File: src/rtl/key_event_queue_if.sv
// Bus between the key-scan event source / CPU IO side and the key event queue.
// The queue takes the slave modport; the driving side takes the master modport.
interface key_event_queue_if #(
   parameter int AW = 3
);
   logic          ev_valid;
   logic [31:0]   ev_data;
   logic          rd;
   logic          clr;
   logic [31:0]   rd_data;
   logic [AW:0]   count;
   logic          empty;
   logic          full;
   logic          overflow;
   logic          irq;
   logic          pend;

   modport slave (
      input  ev_valid, ev_data, rd, clr,
      output rd_data, count, empty, full, overflow, irq, pend
   );

   modport master (
      output ev_valid, ev_data, rd, clr,
      input  rd_data, count, empty, full, overflow, irq, pend
   );
endinterface

File: src/rtl/key_event_queue.sv
// Timestamped FIFO for key-scan events: stamps, buffers and presents events to the CPU
// with pop/flush controls, occupancy/overflow status and interrupts.
module key_event_queue #(
   parameter int DEPTH    = 8,
   parameter int AW       = 3,
   parameter int TICK_DIV = 50000
) (
   input  logic             clk,
   input  logic             rst,
   key_event_queue_if.slave bus
);
   localparam int             PW        = (TICK_DIV > 1) ? $clog2(TICK_DIV) : 1;
   localparam logic [PW-1:0]  PRESC_MAX = PW'(TICK_DIV - 1);
   localparam logic [AW:0]    DEPTH_C   = (AW + 1)'(DEPTH);

   logic [31:0]   mem [DEPTH];

   logic [PW-1:0] presc_q, presc_d;
   logic [15:0]   ts_q, ts_d;
   logic [AW-1:0] wptr_q, wptr_d;
   logic [AW-1:0] rptr_q, rptr_d;
   logic [AW:0]   count_q, count_d;
   logic          empty_q, empty_d;
   logic          full_q, full_d;
   logic          ovf_q, ovf_d;
   logic          irq_q, irq_d;

   logic          accept;
   logic          do_push;
   logic          do_pop;
   logic          drop;
   logic [31:0]   wr_word;
   logic          unused_ev_bits;

   assign unused_ev_bits = ^bus.ev_data[23:5];

   // A full queue still accepts when the same-cycle pop frees the head slot.
   assign accept  = bus.ev_valid & (|bus.ev_data[4:0]) & ~bus.clr;
   assign do_pop  = bus.rd & ~empty_q & ~bus.clr;
   assign do_push = accept & (~full_q | bus.rd);
   assign drop    = accept & full_q & ~bus.rd;
   assign wr_word = {bus.ev_data[31:24], ts_q, 3'b000, bus.ev_data[4:0]};

   always_comb begin
      presc_d = presc_q + PW'(1);
      ts_d    = ts_q;
      if (presc_q == PRESC_MAX) begin
         presc_d = '0;
         ts_d    = ts_q + 16'd1;
      end

      wptr_d  = do_push ? wptr_q + AW'(1) : wptr_q;
      rptr_d  = do_pop  ? rptr_q + AW'(1) : rptr_q;
      count_d = count_q;
      case ({do_push, do_pop})
         2'b10:   count_d = count_q + (AW + 1)'(1);
         2'b01:   count_d = count_q - (AW + 1)'(1);
         default: count_d = count_q;
      endcase
      ovf_d = ovf_q | drop;
      irq_d = do_push;

      if (bus.clr) begin
         wptr_d  = '0;
         rptr_d  = '0;
         count_d = '0;
         ovf_d   = 1'b0;
         irq_d   = 1'b0;
      end

      empty_d = (count_d == '0);
      full_d  = (count_d == DEPTH_C);
   end

   always_ff @(posedge clk) begin
      if (rst) begin
         presc_q <= '0;
         ts_q    <= '0;
         wptr_q  <= '0;
         rptr_q  <= '0;
         count_q <= '0;
         empty_q <= 1'b1;
         full_q  <= 1'b0;
         ovf_q   <= 1'b0;
         irq_q   <= 1'b0;
      end else begin
         presc_q <= presc_d;
         ts_q    <= ts_d;
         wptr_q  <= wptr_d;
         rptr_q  <= rptr_d;
         count_q <= count_d;
         empty_q <= empty_d;
         full_q  <= full_d;
         ovf_q   <= ovf_d;
         irq_q   <= irq_d;
      end
   end

   // Storage has no reset; contents behind the pointers are never observed.
   always_ff @(posedge clk) begin
      if (do_push && !rst) begin
         mem[wptr_q] <= wr_word;
      end
   end

   assign bus.rd_data  = empty_q ? 32'd0 : mem[rptr_q];
   assign bus.count    = count_q;
   assign bus.empty    = empty_q;
   assign bus.full     = full_q;
   assign bus.overflow = ovf_q;
   assign bus.irq      = irq_q;
   assign bus.pend     = ~empty_q;
endmodule

File: src/flat_wrapper.sv
// flat-port wrapper written by rule: the top's interface ports become plain ports
module key_event_queue_flat 
#(
   parameter int DEPTH    = 8,
   parameter int AW       = 3,
   parameter int TICK_DIV = 50000
)
  (clk, rst, bus_ev_valid, bus_ev_data, bus_rd, bus_clr, bus_rd_data, bus_count, bus_empty, bus_full, bus_overflow, bus_irq, bus_pend);
  key_event_queue_if #(.AW(AW)) bus_i ();
  input  logic clk;
  input  logic rst;
  input wire logic [$bits(bus_i.ev_valid)-1:0] bus_ev_valid;
  input wire logic [$bits(bus_i.ev_data)-1:0] bus_ev_data;
  input wire logic [$bits(bus_i.rd)-1:0] bus_rd;
  input wire logic [$bits(bus_i.clr)-1:0] bus_clr;
  output wire logic [$bits(bus_i.rd_data)-1:0] bus_rd_data;
  output wire logic [$bits(bus_i.count)-1:0] bus_count;
  output wire logic [$bits(bus_i.empty)-1:0] bus_empty;
  output wire logic [$bits(bus_i.full)-1:0] bus_full;
  output wire logic [$bits(bus_i.overflow)-1:0] bus_overflow;
  output wire logic [$bits(bus_i.irq)-1:0] bus_irq;
  output wire logic [$bits(bus_i.pend)-1:0] bus_pend;
  assign bus_i.ev_valid = bus_ev_valid;
  assign bus_i.ev_data = bus_ev_data;
  assign bus_i.rd = bus_rd;
  assign bus_i.clr = bus_clr;
  assign bus_rd_data = bus_i.rd_data;
  assign bus_count = bus_i.count;
  assign bus_empty = bus_i.empty;
  assign bus_full = bus_i.full;
  assign bus_overflow = bus_i.overflow;
  assign bus_irq = bus_i.irq;
  assign bus_pend = bus_i.pend;
  key_event_queue #(.DEPTH(DEPTH), .AW(AW), .TICK_DIV(TICK_DIV)) u_core (.clk(clk), .rst(rst), .bus(bus_i));
endmodule
File: config.mk
export PLATFORM = sky130hd
export DESIGN_NAME = key_event_queue_flat
export DESIGN_NICKNAME = d
export VERILOG_FILES = /design/src/rtl/key_event_queue_if.sv /design/src/rtl/key_event_queue.sv /design/src/flat_wrapper.sv
export SDC_FILE = /design/constraint.sdc
export NUM_CORES = 1
export LEC_CHECK = 0
export CAP_MARGIN = 20
export CORE_ASPECT_RATIO = 0.6
export CORE_MARGIN = 2
export CORE_UTILIZATION = 45
export CTS_CLUSTER_DIAMETER = 100
export DETAILED_ROUTE_END_ITERATION = 12
export GPL_TIMING_DRIVEN = 1
export PLACE_DENSITY = 0.66
export SETUP_SLACK_MARGIN = 0.5
export SLEW_MARGIN = 20
export SYNTH_ARGS = -nofsm -noshare
export SYNTH_HDL_FRONTEND = slang
export SYNTH_SLANG_ARGS = --single-unit
File: constraint.sdc
create_clock -name clk -period 3.51 [get_ports clk]
set_input_delay 0.351 -clock clk [delete_from_list [all_inputs] [get_ports clk]]
set_output_delay 0.351 -clock clk [all_outputs]
set_load 0.01 [all_outputs]
==> results.tsv <==
stage	metric	value	unit
status	status	finished clean	
pwr	clock network power share	43.0	%
synth	number of flops mapped to enable cells by yosys	232	
pwr	NetSw	1.27	mW
global_route	M2 GR Usage	27.1	%
global_route	All-Layer GR Usage	17.2	%
global_route	antenna violations before repair	0	
synth	Post-Synthesis Cells	641	
global_route	GR Layer Usage met3	3.23	%
placed_design	dpl ws	0.187	ns
critical_path	worst r2r src	u_core.presc_q[0]	
pwr	power density cells	502	nW/µm²
critical_path	CP max stage delay	0.53	ns
critical_path	r2r worst-path depth	5	
critical_path	CP arrival	2.56	ns
drt	number of routed nets with antenna violations	0	
pwr	Max VDD drop	0.426	mV
die	Site Rows	44	
critical_path	Data required, critical path	3.16	ns
synth	Seq cells post-synth	281	
drt	Vias	5826	
sta	Worst-Margin Slew	0.704	ns
placed_design	dpl cells	1008	
clock_tree	hold_buf cts	0	
pwr	Reg power frac	54.5	%
synth	Mapped Area	11100	µm²
clock_tree	clk sink count	281	
sta	fmax	0.344	GHz
clock_tree	H-Tree Depth	1	
synth	sequential cell area fraction in the yosys report	71.5	%
synth	synthesized area per cell	17.3	µm²
synth	simple-gate share of the synthesized area	7.03	%
drt	Initial DRC Count	352	
hold_path	HP Class	flip-flop to flip-flop	
synth	post-synthesis compound-gate area fraction	2.09	%
global_route	gr busiest metal	met2	
critical_path	crit path max fanout	25	
sta	crit path time final	2.91	ns
synth	Warnings, synthesis	0	
sta	Slew headroom	53.1	%
finish	final non-filler cell area	13200	µm²
finish	Antenna Cells	0	
synth	Synth Area in XOR/XNOR	1.50	%
pwr	P_int	5.34	mW
drt	DR vias/cell	5.50	
global_route	routing usage on met1	25.4	%
clock_tree	CTS tree	done	
global_route	first-pass GRT wire length	33900	µm
critical_path	R2R setup slack	0.87	ns
sta	endpoints failing setup	0	
critical_path	Setup CP Type	flip-flop to output port	
synth	cell type with the largest total area after synthesis	edfxtp_1	
die	Starting Density	45.9	%
synth	largest cells by area after synthesis	edfxtp_1, mux4_2, dfxtp_1, mux2i_1, nor2_1	
global_route	largest net degree at the start of global routing	59	
finish	layout cells sized above 1	20.2	%
pwr	Comb pwr share	2.4	%
pwr	Static Leak	4.08	nW
critical_path	Worst setup SP type	flip-flop	
die	Die X	207	µm
clock_tree	root buffer cell	clkbuf_16	
critical_path	r2r endpoint	u_core.ts_q[5]	
synth	synth unique cells	43	
finish	Final Non-Filler Cells	1060	
sta	unrepaired setup endpoints after global routing	true	
sta	Clock Skews	0.00769	ns
drt	drt pass-1 iters	5	
global_route	total gr overflow	0	
critical_path	Slowest cell on crit path	mux4_2	
synth	adder-cell share of the synthesized area	0.788	%
placed_design	Placed Area	12200	µm²
sta	setup TNS	0	ns
sta	post-route clock period utilization	82.9	%
die	IO Pins	78	
synth	Synth top area share	62.7	%
die	DIE HEIGHT	126	µm
placed_design	Placer Congestion	0.743	
critical_path	CP cell instances	buf_16 -> mux4_2 -> mux2i_1 -> nor2_1 -> clkdlybuf4s50_1	
clock_tree	CTS clk-pin slew, worst paths	0.06	ns
finish	area grow syn2layout	18.5	%
hold_path	hold depth	1	
clock_tree	clk_lat worst skew	0.53	ns
drt	final wirelength	21900	µm
hold_path	worst hold start	u_core.presc_q[0]	
critical_path	Crit. End Element	output port	
synth	mux contribution to synthesized area	15.4	%
sta	Max Slew Vio Count	0	
die	DIE AREA	26000	µm²
run	maxcap violations	0	
finish	nets@finish	762	
synth	asr flop ratio synth	0	%
hold_path	Endpoint, Worst Hold	u_core.presc_q[0]	
clock_tree	Num CTS Buffers	26	
placed_design	I/O Buffers	55	
global_route	number of global-route vias before repair	5932	
clock_tree	CTS Buffer Depth	3	
placed_design	dpl hpwl	12000	µm
sta	Hold Violations, Final	0	
synth	Top FF cell, synth	edfxtp_1	
sta	Final Worst Setup Slack	0.601	ns
die	Placeable Area	24200	µm²
drt	drt wl/cell	20.6	µm
drt	drt drc	0	
synth	largest family of logic cells by synthesized area	multiplexers	
pwr	switching share of total power	19.2	%
-- cell type report --
| type | instances | area [µm²] |
|---|---|---|
| clock buffer | 32 | 714 |
| clock inverter | 16 | 160 |
| fill | 1906 | 11100 |
| inverter | 11 | 41.3 |
| multi-input combinational | 319 | 3040 |
| sequential | 281 | 7950 |
| tap | 322 | 403 |
| timing repair buffer | 79 | 850 |
-- worst max-delay path by stage --
stage	endpoint	slack, ns	cells past startpoint
floorplan	u_core.bus.full	0.51	9
detailed placement	u_core.bus.full	0.19	10
CTS	bus_rd_data[9]	0.55	5
global route	bus_rd_data[9]	0.48	5
finish	bus_rd_data[9]	0.60	5
global placement	u_core.bus.full	0.21	10
-- power by group through the flow --
stage | Sequential, mW | Combinational, mW | Clock [mW]
floorplan | 3.67 | 0.0794 | 0
global placement | 3.67 | 0.155 | 0
global route | 3.60 | 0.177 | 3.04
CTS | 3.60 | 0.162 | 2.91
detailed placement | 3.68 | 0.160 | 0
finish | 3.60 | 0.160 | 2.84
-- synthesized netlist by cell type (2+ instances only) --
library cell  instances
a21o_1                2
a21oi_1              15
and4_1                2
buf_1                 6
buf_2                 3
buf_4                 3
clkbuf_1             19
dfxtp_1              49
edfxtp_1            232
ha_1                  7
inv_1                11
mux2_2                5
mux2i_1              35
mux4_2               58
nand2_1              13
nand2b_1              4
nand3_1              12
nand3b_1              2
nand4_1               5
nor2_1               71
nor2b_1               6
nor3_1                5
nor4_1                7
o21ai_0               6
o31ai_1               8
or2_2                 2
or3_1                 6
or3b_2                3
or4_1                12
or4b_1                2
xnor2_1               9
xor2_1               10
-- registers in the layout, indices dropped and copies added, names as in the netlist, named ones only --
signal and flops:
u_core.bus.empty 1, u_core.wptr_q 3, u_core.bus.overflow 1, u_core.presc_q 16, u_core.bus.full 1, u_core.ts_q 16
u_core.rptr_q 3, u_core.bus.irq 1, u_core.bus.count 4, u_core.mem 232
-- stage by stage --
stage	hold WS, ns	util, %	total power, mW
floorplan	0.430	-	3.75
detailed placement	0.454	50.5	3.84
finish	0.464	54.3	6.60
global route	0.492	54.3	6.82
global placement	0.446	50.5	3.83
CTS	0.469	54.2	6.67
-- critical path: cells and delay by family (launching register included) --
family        cells  cell delay [ns]
mux               2             0.69
buf+inv           2             0.76
simple gates      1             0.09
flops             1             0.47
-- metal layers --
| metal | part of all wire, % | vias to the layer above |
|---|---|---|
| met2 | 47 | 125 |
| met4 | 1.3 | 0 |
| li1 | - | 2671 |
| met5 | 0 | - |
| met1 | 48 | 3007 |
| met3 | 4.4 | 23 |
-- kinds of logic after synthesis --
group                      count (synthesis)
muxes                                     98
DFF                                      281
adders and majority gates                  7
buffers and inverters                     43
and+or+nand+nor                          155
AOI/OAI and AO/OA                         37
xor gates and xnor gates                  19
other                                      1
-- cell usage in the layout, fill, tap and decap left out, types with 5 or more instances in the layout --
cell,synthesis,layout
buf_12,0,7
xnor2_1,9,9
edfxtp_1,232,232
nand2_1,13,13
xor2_1,10,10
nor4_1,7,7
ha_1,7,6
nor2_2,0,6
nand3_1,12,12
clkinv_2,0,7
a21oi_1,15,15
buf_4,3,14
or3_1,6,6
o21ai_0,6,6
dfxtp_1,49,46
clkbuf_16,0,27
mux2i_1,35,35
nand4_1,5,5
mux2_2,5,5
clkdlybuf4s50_1,0,55
nor2_1,71,65
inv_1,11,11
o31ai_1,8,8
mux4_2,58,58
or4_1,12,11
nor2b_1,6,6
-- what timing repair did --
action,4_1_cts,5_1_grt
gates resized for setup,2,2
hold endpoints to repair,0,0
setup buffers,2,2
setup endpoints to repair,18,9
pin swaps,0,0
Note: power is estimated with default switching activity, not from simulation.
